==> src/rtl/valu_op_sequencer.sv <==
// Multi-cycle sequencer in front of the combinational vector ALU; builds slide-by-N from single slides.
// Optional macro VSEQ_PERF_CNT_EN adds the perf_exec_cycles EXEC-cycle counter output.

module valu_seq_lane #(
  parameter int SEW = 32
) (
  input  logic           clk,
  input  logic           rst_n,
  input  logic           ld_cmd,
  input  logic           ld_alu,
  input  logic [SEW-1:0] vb_elem,
  input  logic [SEW-1:0] res_elem,
  output logic [SEW-1:0] work_elem
);
  always_ff @(posedge clk) begin
    if (!rst_n)      work_elem <= '0;
    else if (ld_cmd) work_elem <= vb_elem;
    else if (ld_alu) work_elem <= res_elem;
  end
endmodule

module valu_op_sequencer #(
  parameter int VL    = 8,
  parameter int SEW   = 32,
  parameter int CNT_W = 4
) (
  input  logic              clk,
  input  logic              rst_n,
  input  logic              cmd_valid,
  output logic              cmd_ready,
  input  logic [3:0]        cmd_op,
  input  logic [CNT_W-1:0]  cmd_amt,
  input  logic [SEW-1:0]    cmd_scalar,
  input  logic [VL*SEW-1:0] cmd_va,
  input  logic [VL*SEW-1:0] cmd_vb,
  output logic [3:0]        alu_operation,
  output logic              alu_is_v,
  output logic              alu_is_s,
  output logic [SEW-1:0]    alu_scalar_a,
  output logic [VL*SEW-1:0] alu_vector_a,
  output logic [VL*SEW-1:0] alu_vector_b,
  input  logic [VL*SEW-1:0] alu_result_v,
  output logic              rsp_valid,
  input  logic              rsp_ready,
  output logic [VL*SEW-1:0] rsp_data,
  output logic              rsp_err
`ifdef VSEQ_PERF_CNT_EN
  ,
  output logic [31:0]       perf_exec_cycles
`endif
);
  typedef enum logic [1:0] {IDLE, EXEC, DONE} state_t;

  localparam logic [3:0] OP_SLIDE1UP  = 4'd2;
  localparam logic [3:0] OP_SLIDE1DN  = 4'd3;
  localparam logic [3:0] OP_SLIDEUP_N = 4'd4;
  localparam logic [3:0] OP_SLIDEDN_N = 4'd5;

  state_t                   state;
  logic [CNT_W-1:0]         cnt;
  logic [VL*SEW-1:0]        va_q;
  logic [SEW-1:0]           fill_q;
  logic [VL-1:0][SEW-1:0]   vb_p, res_p, work_p;

  logic                     accept, illegal, slide_n;
  logic [CNT_W-1:0]         ld_cnt;
  logic [3:0]               alu_op_map;

  assign accept     = (state == IDLE) && cmd_valid;
  assign illegal    = cmd_op > OP_SLIDEDN_N;
  assign slide_n    = (cmd_op == OP_SLIDEUP_N) || (cmd_op == OP_SLIDEDN_N);
  assign ld_cnt     = slide_n ? cmd_amt : CNT_W'(1);
  // Slide-by-N reuses the single-step ALU slide each EXEC cycle.
  assign alu_op_map = (cmd_op == OP_SLIDEUP_N) ? OP_SLIDE1UP :
                      (cmd_op == OP_SLIDEDN_N) ? OP_SLIDE1DN : cmd_op;

  assign vb_p  = cmd_vb;
  assign res_p = alu_result_v;

  genvar g;
  generate
    for (g = 0; g < VL; g++) begin : g_lane
      valu_seq_lane #(.SEW(SEW)) u_lane (
        .clk       (clk),
        .rst_n     (rst_n),
        .ld_cmd    (accept),
        .ld_alu    (state == EXEC),
        .vb_elem   (vb_p[g]),
        .res_elem  (res_p[g]),
        .work_elem (work_p[g])
      );
    end
  endgenerate

  assign alu_is_s     = 1'b0;
  assign alu_scalar_a = fill_q;
  assign alu_vector_a = va_q;
  assign alu_vector_b = work_p;
  assign rsp_data     = work_p;

  always_ff @(posedge clk) begin
    if (!rst_n) begin
      state         <= IDLE;
      cmd_ready     <= 1'b1;
      rsp_valid     <= 1'b0;
      rsp_err       <= 1'b0;
      cnt           <= '0;
      va_q          <= '0;
      fill_q        <= '0;
      alu_is_v      <= 1'b0;
      alu_operation <= '0;
    end else begin
      case (state)
        IDLE: if (cmd_valid) begin
          va_q      <= cmd_va;
          fill_q    <= cmd_scalar;
          cnt       <= ld_cnt;
          cmd_ready <= 1'b0;
          if (illegal || ld_cnt == '0) begin
            state     <= DONE;
            rsp_valid <= 1'b1;
            rsp_err   <= illegal;
          end else begin
            state         <= EXEC;
            alu_is_v      <= 1'b1;
            alu_operation <= alu_op_map;
          end
        end
        EXEC: begin
          cnt <= cnt - 1'b1;
          if (cnt == CNT_W'(1)) begin
            state         <= DONE;
            rsp_valid     <= 1'b1;
            alu_is_v      <= 1'b0;
            alu_operation <= '0;
          end
        end
        DONE: if (rsp_ready) begin
          state     <= IDLE;
          rsp_valid <= 1'b0;
          rsp_err   <= 1'b0;
          cmd_ready <= 1'b1;
        end
        default: state <= IDLE;
      endcase
    end
  end

`ifdef VSEQ_PERF_CNT_EN
  always_ff @(posedge clk) begin
    if (!rst_n)
      perf_exec_cycles <= '0;
    else if (state == EXEC && perf_exec_cycles != 32'hFFFF_FFFF)
      perf_exec_cycles <= perf_exec_cycles + 32'd1;
  end
`endif

endmodule

==> config.mk <==
export PLATFORM = sky130hd
export DESIGN_NAME = valu_op_sequencer
export DESIGN_NICKNAME = d
export VERILOG_FILES = /design/src/rtl/valu_op_sequencer.sv
export SDC_FILE = /design/constraint.sdc
export NUM_CORES = 1
export LEC_CHECK = 0
export BUFFER_PORTS_ARGS = -buffer_cell sky130_fd_sc_hd__buf_2
export CAP_MARGIN = 20
export CORE_AREA = 2 2 626 628
export CTS_BUF_LIST = sky130_fd_sc_hd__clkbuf_16
export DETAILED_ROUTE_END_ITERATION = 12
export DIE_AREA = 0 0 628 630
export PLACE_DENSITY_LB_ADDON = 0.1
export RECOVER_POWER = 25
export SLEW_MARGIN = 30
export SYNTH_ARGS = -nofsm -noshare
export SYNTH_HDL_FRONTEND = slang
export SYNTH_SLANG_ARGS = --single-unit
==> constraint.sdc <==
create_clock -name clk -period 1.7 [get_ports clk]
set_input_delay 0.17 -clock clk [delete_from_list [all_inputs] [get_ports clk]]
set_output_delay 0.17 -clock clk [all_outputs]
set_load 0.02 [all_outputs]
# After elaboration in Yosys (flattened, before gate mapping)
# Cells that the tools add are included.
classes:
  bitwise_logic: 0
  eq_ne: 10
  magnitude_cmp: 1
  shift: 0
  n_reduce_logical: 16
  mul: 0
  add_sub_neg: 1
  muxes: 45
  div: 0
ops:
  columns: ["operator", "n"]
  rows:
  - ["two-way mux 32 bit", 16]
  - ["two-way mux 4 bit", 7]
  - ["one-hot mux 4 bit (2 select lines)", 2]
  - ["two-way mux 1 bit", 11]
  - ["equality test 4 x 3 -> 1 bit (second input constant)", 2]
  - ["two-way mux 2 bit", 4]
  - ["inequality test 2 bit (second input constant)", 4]
  - ["AND reduction 4 bit", 2]
  - ["one-hot mux 1 bit (2 select lines)", 3]
  - ["one-hot mux 2 bit (3 select lines)", 1]
  - ["AND reduction 3 bit", 2]
  - ["nonzero test 2 bit", 3]
  - ["AND reduction 5 bit", 1]
  - ["equality test 4 x 1 -> 1 bit (second input constant)", 1]
  - ["greater-than comparator 4 x 3 -> 1 bit (second input constant)", 1]
  - ["zero test 4 bit", 1]
  - ["AND reduction 2 bit", 2]
  - ["subtractor 4 x 1 -> 4 bit (second input constant)", 1]
  - ["one-hot mux 1 bit (3 select lines)", 1]
  - ["nonzero test 3 bit", 1]
  - ["equality test 2 x 1 -> 1 bit (second input constant)", 1]
  - ["equality test 2 bit (second input constant)", 1]
  - ["zero test 2 bit", 1]
  - ["logical OR 1 bit", 2]
  - ["other kinds (2)", 2]
word_totals:
  word_cells: 90
  ramBits: 0
  memories: 0
  reg_bits: 558
  out_inout_bits: 809
  in_bits: 812
  latchBits: 0
  rom_bits: 0

# Longest topological paths before layout
# Gate-level depths: netlist of the first run.
logic_depth:
  ltp_word: 8
  ltp_mapped: 8
  mapped_depth_nobuf: 6

# Cells and area by module
# Synthesis of the first run repeated with hierarchy kept, for this count alone.
unflattened:
  cells_unflattened: 2719
  hier_area_um2: 26746.9
modules_own_cells:
  columns: ["mod", "cells_each", "seq_area_each_um2", "n_inst", "area_each_um2"]
  rows:
  - ["valu_seq_lane", 141, 640.6, 8, 1778.0]
  - ["valu_op_sequencer", 1591, 6045.8, 1, 12523.3]

# Worst setup path after synthesis of the first run
# Ideal clock, no wire load.
synth_path:
  path_type: "register -> register"
  startpoint: "reg state[0]"
  endpoint: "reg va_q[16] (netlist: alu_vector_a[16])"
  setup_time_ns: 0.132
  stages_incl_launch_ff: 9
  arrival_ns: 1.534
  t_required_ns: 1.568
  period_less_slack_ns: 1.666
  path_slack_ns: 0.034
  n_path_buf: 5
  cell_sequence: "dfxtp_1 buf_6 or3b_1 clkbuf_1 buf_2 buf_2 clkbuf_1 nand2_1 a21oi_1"
synth_via:
  elab_chain_len: 2
synth_rtl:
  columns: ["element", "line_no", "text"]
  rows:
  - ["start, declared", "59", "state_t state;"]
  - ["start signal, assigned", "103", "state <= IDLE;"]
  - ["start signal, assigned", "120", "state <= DONE;"]
  - ["start signal, assigned", "124", "state <= EXEC;"]
  - ["zero test 2 bit", "113", "case (state)"]
  - ["AND reduction 2 bit (no line)", null, null]
  - ["end signal, assigned", "115", "va_q <= cmd_va;"]
  - ["end, declared", "61", "logic [VL*SEW-1:0] va_q;"]
# No other way between the ends.
# A chain may end at the register's enable or synchronous reset.

# Final worst setup path of the first run
layout_path:
  startpoint: "reg state[0]"
  endpoint: "reg g_lane[7].u_lane.work_elem[8]"
layout_via:
  elab_chain_len: 3
  word_cells_on_any_way: 5
  classes_between: "eq/ne: 1; mux: 1; reduce/logical: 3"
layout_rtl:
  columns: ["element", "line_no", "text"]
  rows:
  - ["zero test 2 bit", "69", "assign accept = (state == IDLE) && cmd_valid;"]
  - ["logical AND 1 bit", "69", null]
  - ["two-way mux 32 bit or nonzero test 2 bit (tied branches)", null, null]
  - ["end signal, assigned", "17", "else if (ld_cmd) work_elem <= vb_elem;"]
  - ["end signal, assigned", "18", "else if (ld_alu) work_elem <= res_elem;"]
  - ["end, declared", "13", "output logic [SEW-1:0] work_elem"]
# Several ways; a longest one is shown, not always the timed one.

==> results of run 1 <==
## through the flow
step           worst slack, ps  utilization (%)  TNS (ps)  cell area (sq um)
2_1_floorplan             34.3                -         0              23900
3_5_place_dp              -186             9.66    -45480              37500
4_1_cts                   -197             12.8    -65680              49700
5_1_grt                   -296             14.2   -110880              55000
6_report                  -219             14.2    -51690              55000
3_3_place_gp              -254             9.66    -52640              37500
## registers in the layout, summed over array words and instances (netlist names)
| signal | count |
|---|---|
| alu_vector_a | 256 |
| state | 2 |
| cmd_ready | 1 |
| alu_is_v | 1 |
| cnt | 4 |
| alu_scalar_a | 32 |
| g_lane.u_lane.work_elem | 256 |
| alu_operation | 4 |
| rsp_valid | 1 |
| rsp_err | 1 |
## cells in the final DEF, fill, tap and decap left out, drive strengths merged, types with 3 or more instances in the layout
master,n
a21oi,302
a311oi,255
buf,1905
bufinv,3
clkbuf,167
clkinv,27
clkinvlp,4
dfxtp,558
diode,11
dlygate4sd3,831
inv,39
nand2,1091
nand3,4
nor2,260
nor2b,3
o211ai,3
o21ai,8
## layer usage
layer | global-route usage, % | vias to the layer above
met2 | 22.8 | 1109
li1 | - | 14721
met1 | 12.7 | 15565
met5 | 0 | -
met3 | 3.72 | 291
met4 | 2.76 | 14
## final timing paths
| path | startpoint | end | depth (start not counted) |
|---|---|---|---|
| worst min register to register | alu_vector_a[202]$_SDFFE_PN0P_ | alu_vector_a[202]$_SDFFE_PN0P_ | 2 |
| worst max register to register | state[0]$_SDFFE_PN0P_ | g_lane[7].u_lane.work_elem[8]$_SDFFE_PN0P_ | 9 |
| worst max-delay path | state[0]$_SDFFE_PN0P_ | g_lane[7].u_lane.work_elem[8]$_SDFFE_PN0P_ | 9 |
| worst min-delay path | cmd_va[103] | alu_vector_a[103]$_SDFFE_PN0P_ | 4 |
## timing repair
| item | CTS | global route |
|---|---|---|
| buffers inserted | 17 | 74 |
| gates resized for setup | 236 | 660 |
| endpoints found under the hold margin | 558 | 1 |
| hold buffers | 830 | 1 |
| cloned | 10 | 91 |
| pin swaps | 20 | 236 |
| setup endpoints to repair | 817 | 717 |
## final cells by class
type / count / area, sq um
well taps: 5197 / 6500
clock inverters: 66 / 413
diodes: 11 / 27.5
repair buffers: 2809 / 22800
clock buffers: 94 / 2350
multi-input cells: 1956 / 11600
fillers: 44727 / 333000
inverters: 7 / 33.8
flip-flops and latches: 558 / 11300
## power breakdown
group / total, W / leakage [nW] / internal, W / switching [W]
combinational: 0.0202 / 17.8 / 0.00825 / 0.0119
clock: 0.0184 / 1.46 / 0.0104 / 0.00804
sequential: 0.0164 / 4.64 / 0.0146 / 0.00182
total: 0.0550 / 23.9 / 0.0332 / 0.0218
## critical path, delay by kind of cell (launching register included)
family	cells	cell delay, ps
buf+inv	5	740
simple gates	3	400
flops	1	320
compound gates	1	260
## logic make-up after synthesis
group | Yosys count | share of synthesized area [%]
buffers and inverters | 505 | 13.2
muxes | 1 | 0.0419
adders and majority gates | 2 | 0.105
xor gates and xnor gates | 1 | 0.0367
AOI/OAI and AO/OA | 578 | 18.0
and+or+nand+nor | 1373 | 21.8
other | 1 | 0.0157
DFF | 558 | 46.7
==> out/qor_table.md, run 1 <==
| Step | Result | Value |
|---|---|---|
| power and ir drop | Peak supply drop | 0.000635 V |
| timing | Fmax | 521 MHz |
| die | Number of placement rows | 229 |
| timing | Post-Route Skew | 42.3 ps |
| placement | Placed Cells incl. Taps | 9512 |
| clock tree | Clock buffer count from CTS | 94 |
| critical path | Startpoint type of the worst setup path | flop |
| run status | Failing checks | negative setup slack |
| timing | Period utilization | 113% |
| critical path | CP endpoint kind | flop |
| synth | Sequential share of the synthesized area | 46.7% |
| global routing | First-pass GRT wire length | 321000 um |
| synth | Share of Yosys cell area claimed by the top area cell type | 46.7% |
| timing | Final setup margin | -219 ps |
| clock tree | Root buf cell | sky130_fd_sc_hd__clkbuf_16 |
| drt | Number of vias per cell | 2.96 |
| power and ir drop | Tot Pwr | 0.0550 W |
| timing | Number of hold violations in the final report | 0 |
| synth | Synthesized instance count | 3019 |
| worst hold path | Hold Path Class | primary input to flop |
| drt | Wirelength per Cell | 24.8 um |
| clock tree | Latest clock arrival within the worst-skew pair | 800 ps |
| global routing | Largest net degree at the start of global routing | 64 |
| power and ir drop | Total power density per cell area | 999 nW/um^2 |
| synth | Proportion of register bits with asynchronous set or reset after synthesis | 0% |
| timing | Final Max Slew Viols | 0 |
| synth | Main area contributors after synthesis | sky130_fd_sc_hd__dfxtp_1, sky130_fd_sc_hd__nand2_1, sky130_fd_sc_hd__buf_4 |
| final layout | Share of layout cells above drive strength 1 | 47.3% |
| critical path | Maximum net fanout on the critical path | 5 |
| die | Top-Level Pins | 1621 |
| drt | Met2 wirelength from detailed routing | 141000 um |
| timing | Setup repair after global routing missed its margin | yes |
| timing | Relative slew slack | 64.9% |
| clock tree | # clock sinks | 558 |
| synth | Post-synthesis average cell area | 7.92 sq um |
| critical path | Arrival time of data at the critical path endpoint | 2590 ps |
| drt | Detailed Route WL | 265000 um |
| global routing | Overall overflow remaining after global route | 0 |
| synth | Number of flops mapped to enable cells by yosys | 0 |
| placement | Detailed Place HPWL | 208000 um |
| global routing | Antenna violations before repair | 56 |
| drt | Detailed route wirelength on metal3 | 18100 um |
| critical path | Crit Path Category | flop to flop |
| critical path | Slowest stage cell on the critical path | sky130_fd_sc_hd__dfxtp_2 |
| clock tree | Bufs on Longest Clock Path | 4 |
| die | Area inside the core boundary | 388000 sq um |
| timing | Count of final setup violators | 575 |
| clock tree | TritonCTS clock tree | built |
| drt | Detailed router's first-iteration violation count | 1279 |
| critical path | CP most frequent cell | sky130_fd_sc_hd__buf_12 |
| drt | DRT antenna net count | 0 |
| final layout | Area growth, synth to finish | 130% |
| clock tree | Maximum level of the CTS H-tree | 3 |
| flow run | Max capacitance violation total | 0 |
| placement | Count of input and output buffers | 1619 |
| drt | Post-route DRC violation count | 0 |
| global routing | Number of global-route vias before repair | 32571 |
| placement | Final GP Congestion | 0.820 |
| synth | Commonest cells post-synth | sky130_fd_sc_hd__nand2_1, sky130_fd_sc_hd__dfxtp_1, sky130_fd_sc_hd__a21oi_1 |
| critical path | Flop-to-flop setup slack | -220 ps |
| timing | Tmin final | 1920 ps |
| drt | Routed length on met1 | 98800 um |
| die | Die footprint | 396000 sq um |
| synth | Register bit count reported by yosys | 558 |
| critical path | Critical path cell sequence | buf_6, nand2b_4, nor2_4, buf_12, buf_16, buf_12, clkbuf_16, nand2_2, a311oi_1 |
| global routing | Total global routing track utilization | 12.0% |
| synth | Most numerous cell in the Yosys netlist | sky130_fd_sc_hd__nand2_1 |
| power and ir drop | Leak Pwr | 23.9 nW |
| synth | Leading register cell type out of synthesis | sky130_fd_sc_hd__dfxtp_1 |
| die | Horiz. Die Dim | 628 um |
| timing | Worst hold slack | 114 ps |
| timing | Transition time of the tightest slew-check pin | 525 ps |
| synth | Yosys synthesis warning count | 0 |
| die | Initial core utilization | 6.16% |
| drt | Pre-antenna DRT Iters | 5 |
| synth | Number of library cell types mapped by synthesis | 40 |
| critical path | CP required | 2370 ps |
| drt | Vias | 31700 |
| clock tree | Clock-pin slew on the worst setup and hold paths | 60 ps |
| drt | Highest layer used for signal routing | met5 |
| final layout | Count of nets after finishing | 6240 |
| synth | Area of the mapped netlist | 23900 sq um |
| synth | Post-synth top area cell | sky130_fd_sc_hd__dfxtp_1 |
| critical path | Largest stage delay on the critical path | 320 ps |
| synth | Number of nets produced by synthesis | 3833 |
| die | Height of the die | 630 um |
| final layout | Post-layout instance count excluding filler cells | 10698 |
| run status | Result of the run | finished with violations |
Power figures use the tool's default switching activity.
==> run 2, diff against run 1 <==
Settings changed: SLEW_MARGIN 30 to 10.
Clock period 1.7 ns to 2 ns, I/O delays scaled along.
==> out/qor_table.md, run 2 (synthesis gave the netlist of run 1 again) <==
| Step | Result | Value | vs previous |
|---|---|---|---|
| critical path | Arrival time of data at the critical path endpoint | 2720 ps | +130 ps |
| final layout | Post-layout instance count excluding filler cells | 10542 | -1.5% |
| critical path | Maximum net fanout on the critical path | 5 | unchanged |
| timing | Final Max Slew Viols | 0 | unchanged |
| timing | Relative slew slack | 62.4% | -2.5 points |
| timing | Setup repair after global routing missed its margin | yes |  |
| clock tree | Latest clock arrival within the worst-skew pair | 820 ps | +20 ps |
| drt | Detailed Route WL | 251000 um | -5.5% |
| die | Height of the die | 630 um | unchanged |
| power and ir drop | Total power density per cell area | 879 nW/um^2 | -12% |
| die | Horiz. Die Dim | 628 um | unchanged |
| global routing | Antenna violations before repair | 63 | +13% |
| global routing | First-pass GRT wire length | 317000 um | -1.3% |
| drt | Pre-antenna DRT Iters | 5 | unchanged |
| clock tree | Bufs on Longest Clock Path | 4 | unchanged |
| placement | Placed Cells incl. Taps | 9497 | -0.16% |
| critical path | Slowest stage cell on the critical path | sky130_fd_sc_hd__dlygate4sd3_1 |  |
| global routing | Total global routing track utilization | 11.8% | -0.17 points |
| drt | Number of vias per cell | 2.90 | -2.1% |
| critical path | Flop-to-flop setup slack | 40 ps | +260 ps |
| clock tree | Root buf cell | sky130_fd_sc_hd__clkbuf_16 |  |
| power and ir drop | Peak supply drop | 0.000651 V | +2.5% |
| timing | Count of final setup violators | 0 | -100% |
| die | Top-Level Pins | 1621 | unchanged |
| die | Number of placement rows | 229 | unchanged |
| clock tree | Clock-pin slew on the worst setup and hold paths | 50 ps | about the same |
| critical path | Critical path cell sequence | dlygate4sd3_1, buf_4, a21oi_1, dlygate4sd3_1, or4_1, dlygate4sd3_1, a21oi_1 |  |
| clock tree | Maximum level of the CTS H-tree | 3 | unchanged |
| critical path | Crit. Startpoint | cmd_op[1] |  |
| critical path | Endpoint of the worst setup timing path | rsp_err$_SDFFE_PN0P_ |  |
| critical path | Startpoint type of the worst setup path | primary input |  |
| timing | Number of hold violations in the final report | 0 | unchanged |
| final layout | Count of nets after finishing | 6092 | -2.4% |
| flow run | Max capacitance violation total | 0 | unchanged |
| global routing | Largest net degree at the start of global routing | 69 | +7.8% |
| timing | Period utilization | 98.5% |  |
| run status | Result of the run | finished clean |  |
| timing | Post-Route Skew | 71.6 ps | +29.3 ps |
| timing | Tmin final | 1970 ps |  |
| final layout | Share of layout cells above drive strength 1 | 38.0% | -9.3 points |
| final layout | Total non-filler cell area in the finished layout | 49500 sq um | -10% |
| die | Area inside the core boundary | 388000 sq um | unchanged |
| drt | DRT antenna net count | 0 | unchanged |
| final layout | Most frequent standard cell in the layout excluding fill and tap cells | sky130_fd_sc_hd__buf_2 |  |
| critical path | CP most frequent cell | sky130_fd_sc_hd__dlygate4sd3_1 |  |
| critical path | End of the worst register-to-register path | g_lane[0].u_lane.work_elem[28]$_SDFFE_PN0P_ |  |
| critical path | CP endpoint kind | flop |  |
| placement | Cell Area, Placed | 37200 sq um | -0.81% |
| drt | Vias | 30589 | -3.5% |
| clock tree | # clock sinks | 558 | unchanged |
| critical path | CP required | 2760 ps | +390 ps |
| critical path | Crit Path Category | primary input to flop |  |
| drt | Detailed router's first-iteration violation count | 1271 | -0.63% |
| power and ir drop | Leak Pwr | 21.3 nW | -11% |
| critical path | Largest stage delay on the critical path | 640 ps | +320 ps |
| drt | Wirelength per Cell | 23.8 um | -4.1% |
| global routing | Overall overflow remaining after global route | 0 | unchanged |
| worst hold path | Hold Path Class | primary input to flop |  |
| final layout | Commonest cells after routing, fill and taps aside | sky130_fd_sc_hd__buf_2, sky130_fd_sc_hd__nand2_1, sky130_fd_sc_hd__dlygate4sd3_1 |  |
| placement | Count of input and output buffers | 1619 | unchanged |
| clock tree | Clock buffer count from CTS | 93 | -1.1% |
| global routing | Number of global-route vias before repair | 32254 | -0.97% |
| final layout | Area growth, synth to finish | 107% |  |
| timing | Fmax | 508 MHz |  |
| critical path | R2R Path Start | state[1]$_SDFFE_PN0P_ |  |
| critical path | Cell count of the worst reg-to-reg path | 8 | -1 |
| clock tree | TritonCTS clock tree | built |  |
| die | Initial core utilization | 6.16% | unchanged |
| die | Die footprint | 396000 sq um | unchanged |
| placement | Final GP Congestion | 0.833 | +1.5% |
| drt | Post-route DRC violation count | 0 | unchanged |
| timing | Transition time of the tightest slew-check pin | 562 ps | +37.1 ps |
| placement | Detailed Place HPWL | 207000 um | -0.37% |
## run 2: changes by cell type in the layout (fill, tap and decap cells not counted), moves of 52 or more
| cell | previous run | this run |
|---|---|---|
| sky130_fd_sc_hd__nand2_2 | 76 | 2 |
| sky130_fd_sc_hd__clkbuf_16 | 167 | 112 |
| sky130_fd_sc_hd__clkbuf_1 | 0 | 66 |
| sky130_fd_sc_hd__nand2_1 | 902 | 1088 |
| sky130_fd_sc_hd__a311oi_2 | 138 | 86 |
| sky130_fd_sc_hd__a21oi_1 | 216 | 301 |
| sky130_fd_sc_hd__nand2_4 | 106 | 0 |
| sky130_fd_sc_hd__a21oi_2 | 86 | 1 |
| sky130_fd_sc_hd__a311oi_1 | 117 | 169 |
## run 2: per-stage QoR
stage               TNS, ps  setup WS (ps)  total power (W)  util [%]  hold WS, ps
CTS                       0          0.783           0.0440      12.4         45.8
finish                    0           30.9           0.0435      12.8          167
global route          -2200          -90.5           0.0460      12.7          103
floorplan                 0            334           0.0199         -          276
global placement          0           49.9           0.0264      9.58          440
detailed placement        0           41.4           0.0264      9.58          444
## run 2: worst min-delay path by stage
| stage | from | depth (start not counted) | slack [ps] | endpoint |
|---|---|---|---|---|
| 3_5_place_dp | alu_vector_a[200]$_SDFFE_PN0P_ | 2 | 440 | alu_vector_a[200]$_SDFFE_PN0P_ |
| 3_3_place_gp | alu_vector_a[103]$_SDFFE_PN0P_ | 2 | 440 | alu_vector_a[103]$_SDFFE_PN0P_ |
| 4_1_cts | cmd_va[7] | 4 | 50 | alu_vector_a[7]$_SDFFE_PN0P_ |
| 2_1_floorplan | rst_n | 1 | 280 | cmd_ready$_SDFFE_PN1P_ |
| 6_report | cmd_va[7] | 4 | 170 | alu_vector_a[7]$_SDFFE_PN0P_ |
| 5_1_grt | cmd_scalar[26] | 4 | 100 | alu_scalar_a[26]$_SDFFE_PN0P_ |
## run 2: area by class of cell
cell class | instances | area (sq um)
Timing Repair Buffer | 2662 | 19300
Clock inverter | 56 | 322
Sequential cell | 558 | 11200
Inverter | 7 | 33.8
Tap cell | 5197 | 6500
Antenna cell | 12 | 30.0
Multi-Input combinational cell | 1956 | 9820
Clock buffer | 94 | 2350
Fill cell | 45196 | 339000
## run 2: what timing repair did
| action | in CTS | in global routing |
|---|---|---|
| setup buffers | 0 | 45 |
| resized for setup | 24 | 116 |
| pin swaps | 0 | 96 |
| endpoints found under the setup margin | 29 | 134 |
| gates cloned | 1 | 21 |
| endpoints found under the hold margin | 556 | 0 |
| hold buffers | 817 | 0 |
## run 2: power by group
part / internal, W / leakage (nW) / total [W] / switching [W]
clock: 0.00865 / 1.41 / 0.0153 / 0.00665
sequential: 0.0123 / 4.61 / 0.0139 / 0.00152
combinational: 0.00531 / 15.3 / 0.0144 / 0.00907
total: 0.0263 / 21.3 / 0.0435 / 0.0172
## run 2: worst max-delay path, delay by kind of cell
family / cells / cell delay (ps)
AND/OR/NAND/NOR: 1 / 390
buffers and inverters: 4 / 1950
AO/OA/AOI/OAI: 2 / 190
## run 2: per-layer routing
metal,global-route usage (%),up-vias,wire length [um]
li1,-,14380,-
met1,12.5,14821,92700
met2,22.2,1098,132000
met3,3.84,282,18400
met4,3.28,8,7710
met5,0,-,53
==> run 3, diff against run 2 <==
Settings changed: ABC_AREA set to 1, CORE_AREA 2 2 626 628 to 2 2 632 634, DIE_AREA 0 0 628 630 to 0 0 634 636.
==> out/qor_table.md, run 3 <==
| Step | Result | Value | vs previous |
|---|---|---|---|
| run status | Result of the run | finished clean |  |
| critical path | Crit Path Category | flop to flop |  |
| synth | Number of library cell types mapped by synthesis | 27 | -33% |
| flow run | Max capacitance violation total | 0 | unchanged |
| critical path | CP endpoint kind | flop |  |
| clock tree | Bufs on Longest Clock Path | 4 | unchanged |
| critical path | Arrival time of data at the critical path endpoint | 2680 ps | -40 ps |
| timing | Setup repair after global routing missed its margin | no |  |
| placement | Count of input and output buffers | 1619 | unchanged |
| synth | Share of Yosys cell area claimed by the top area cell type | 48.6% | +1.9 points |
| timing | Number of hold violations in the final report | 0 | unchanged |
| drt | Detailed router's first-iteration violation count | 1529 | +20% |
| final layout | Count of nets after finishing | 6105 | +0.21% |
| power and ir drop | Leak Pwr | 19.9 nW | -6.4% |
| die | Top-Level Pins | 1621 | unchanged |
| global routing | Overall overflow remaining after global route | 0 | unchanged |
| synth | Yosys synthesis warning count | 0 | unchanged |
| clock tree | TritonCTS clock tree | built |  |
| global routing | Largest net degree at the start of global routing | 76 | +10% |
| synth | Synthesized instance count | 3025 | +0.20% |
| power and ir drop | Total power density per cell area | 913 nW/um^2 | +3.8% |
| final layout | Most frequent standard cell in the layout excluding fill and tap cells | sky130_fd_sc_hd__buf_2 |  |
| synth | Number of nets produced by synthesis | 3839 | +0.16% |
| global routing | Antenna violations before repair | 75 | +19% |
| worst hold path | Hold Path Class | primary input to flop |  |
| synth | Main area contributors after synthesis | sky130_fd_sc_hd__dfxtp_1, sky130_fd_sc_hd__o21ai_0, sky130_fd_sc_hd__nor2_1 |  |
| synth | Commonest cells post-synth | sky130_fd_sc_hd__o21ai_0, sky130_fd_sc_hd__nor2_1, sky130_fd_sc_hd__dfxtp_1 |  |
| die | Horiz. Die Dim | 634 um | +0.96% |
| placement | Detailed Place HPWL | 211000 um | +2.1% |
| clock tree | Clock buffer count from CTS | 95 | +2.2% |
| critical path | Maximum net fanout on the critical path | 18 | +13 |
| synth | Leading register cell type out of synthesis | sky130_fd_sc_hd__dfxtp_1 |  |
| drt | Number of vias per cell | 2.90 | -0.22% |
| clock tree | # clock sinks | 558 | unchanged |
| die | Height of the die | 636 um | +0.95% |
| timing | Period utilization | 97.5% | -1.0 points |
| die | Area inside the core boundary | 397000 sq um | +2.3% |
| final layout | Commonest cells after routing, fill and taps aside | sky130_fd_sc_hd__buf_2, sky130_fd_sc_hd__dlygate4sd3_1, sky130_fd_sc_hd__o21ai_0 |  |
| critical path | Startpoint type of the worst setup path | flop |  |
| synth | Register bit count reported by yosys | 558 | unchanged |
| die | Initial core utilization | 5.78% | -0.37 points |
| timing | Final Max Slew Viols | 0 | unchanged |
| critical path | CP required | 2730 ps | -30 ps |
| timing | Tmin final | 1950 ps | -20.0 ps |
| synth | Proportion of register bits with asynchronous set or reset after synthesis | 0% | unchanged |
| synth | Area of the mapped netlist | 23000 sq um | -3.9% |
| timing | Transition time of the tightest slew-check pin | 656 ps | +93.6 ps |
| power and ir drop | Tot Pwr | 0.0435 W | about the same |
| synth | Most numerous cell in the Yosys netlist | sky130_fd_sc_hd__o21ai_0 |  |
| synth | Post-synthesis average cell area | 7.59 sq um | -4.1% |
| timing | Count of final setup violators | 0 | unchanged |
| clock tree | Clock-pin slew on the worst setup and hold paths | 60 ps | about the same |
| global routing | First-pass GRT wire length | 325000 um | +2.6% |
| power and ir drop | Peak supply drop | 0.000643 V | -1.2% |
| synth | Post-synth top area cell | sky130_fd_sc_hd__dfxtp_1 |  |
| drt | Post-route DRC violation count | 0 | unchanged |
| die | Number of placement rows | 232 | +1.3% |
| timing | Post-Route Skew | 101 ps | +29.1 ps |
| synth | Sequential share of the synthesized area | 48.6% | +1.9 points |
| timing | Final setup TNS | 0 ps | unchanged |
| placement | Final GP Congestion | 0.810 | -2.8% |
| timing | Fmax | 513 MHz | +1.0% |
| timing | Relative slew slack | 56.5% | -6.0 points |
| drt | Detailed Route WL | 253000 um | +0.89% |
| clock tree | Maximum level of the CTS H-tree | 3 | unchanged |
| drt | Wirelength per Cell | 23.8 um | about the same |
| drt | Vias | 30782 | +0.63% |
| global routing | Total global routing track utilization | 12.0% | +0.20 points |
| die | Die footprint | 403000 sq um | +1.9% |
| clock tree | Latest clock arrival within the worst-skew pair | 830 ps | about the same |
| synth | Number of flops mapped to enable cells by yosys | 0 | unchanged |
| final layout | Share of layout cells above drive strength 1 | 31.1% | -6.9 points |
| drt | Pre-antenna DRT Iters | 7 | +2 |
| critical path | Slowest stage cell on the critical path | sky130_fd_sc_hd__dlygate4sd3_1 |  |
| clock tree | Root buf cell | sky130_fd_sc_hd__clkbuf_16 |  |
| critical path | Critical path cell sequence | nor2_4, nand2_8, buf_12, buf_4, o21ai_0, dlygate4sd3_1, nor2_1 |  |
| global routing | Number of global-route vias before repair | 32573 | +0.99% |
| final layout | Area growth, synth to finish | 108% |  |
| critical path | Largest stage delay on the critical path | 560 ps | -80 ps |
| drt | DRT antenna net count | 0 | unchanged |
-- run 3: critical path: cells and delay by family (launching register included) --
| family | cells | cell delay (ps) |
|---|---|---|
| and+or+nand+nor | 3 | 390 |
| AOI/OAI and AO/OA | 1 | 120 |
| DFF | 1 | 330 |
| buffers and inverters | 3 | 950 |
-- run 3: kinds of logic (layout without fill, tap and decap cells) --
kind of cell	count (synthesis)	after routing	synth area share, %
other cells	1	19	0.0163
buf+inv	511	2834	13.2
flops	558	558	48.6
simple gates	879	880	14.5
xor+xnor	1	1	0.0381
fa+ha+maj	2	2	0.109
compound gates	1073	1073	23.4
-- run 3: where the power goes --
| group | leakage, nW | internal [W] | switching (W) | total (W) |
|---|---|---|---|---|
| registers | 4.63 | 0.0125 | 0.00146 | 0.0140 |
| logic | 13.9 | 0.00453 | 0.00907 | 0.0136 |
| clock network | 1.43 | 0.00902 | 0.00693 | 0.0159 |
| total | 19.9 | 0.0261 | 0.0175 | 0.0435 |
-- run 3: metrics by stage --
stage	std cells	hold WS [ps]	setup slack, ps	cell area (sq um)	utilization, %
after floorplan	3025	346	737	23000	-
after global placement	9628	449	23.3	36900	9.29
after detailed placement	9628	453	-1.05	36900	9.29
after CTS	10608	9.31	2.88	48000	12.1
after global routing	10622	87.0	2.14	47600	12.0
final	10632	142	50.9	47700	12.0
-- run 3: worst paths after layout --
| path | slack [ps] | startpoint | to | depth (start not counted) |
|---|---|---|---|---|
| hold reg to reg | 460 | alu_operation[3]$_SDFFE_PN0P_ | alu_operation[3]$_SDFFE_PN0P_ | 2 |
| setup / recovery | 50 | state[1]$_SDFFE_PN0P_ | alu_vector_a[131]$_SDFFE_PN0P_ | 7 |
| hold / removal | 140 | cmd_va[133] | alu_vector_a[133]$_SDFFE_PN0P_ | 4 |
| setup reg to reg | 50 | state[1]$_SDFFE_PN0P_ | alu_vector_a[131]$_SDFFE_PN0P_ | 7 |
-- run 3: timing repair --
action | in CTS | in global routing
endpoints found under the setup margin | 25 | 3
hold buffers | 825 | 0
hold endpoints to repair | 556 | 0
pin swaps | 0 | 3
resized for setup | 16 | 1
gates cloned | 0 | 1
setup buffers | 0 | 5
-- run 3: cell type report --
cell class,instances,area [sq um]
Clock inverter,60,407
Sequential cell,558,11200
Fill cell,46597,349000
Inverter,17,71.3
Timing Repair Buffer,2662,18200
Antenna cell,18,45.0
Clock buffer,95,2380
Tap cell,5265,6590
Multi-Input combinational cell,1957,8800
-- run 3: metal layers --
layer	share of wire, %	global-route usage (%)
met5	0.032	0
met4	3.2	3.33
met3	7.6	3.69
met1	38	13.1
met2	51	22.2
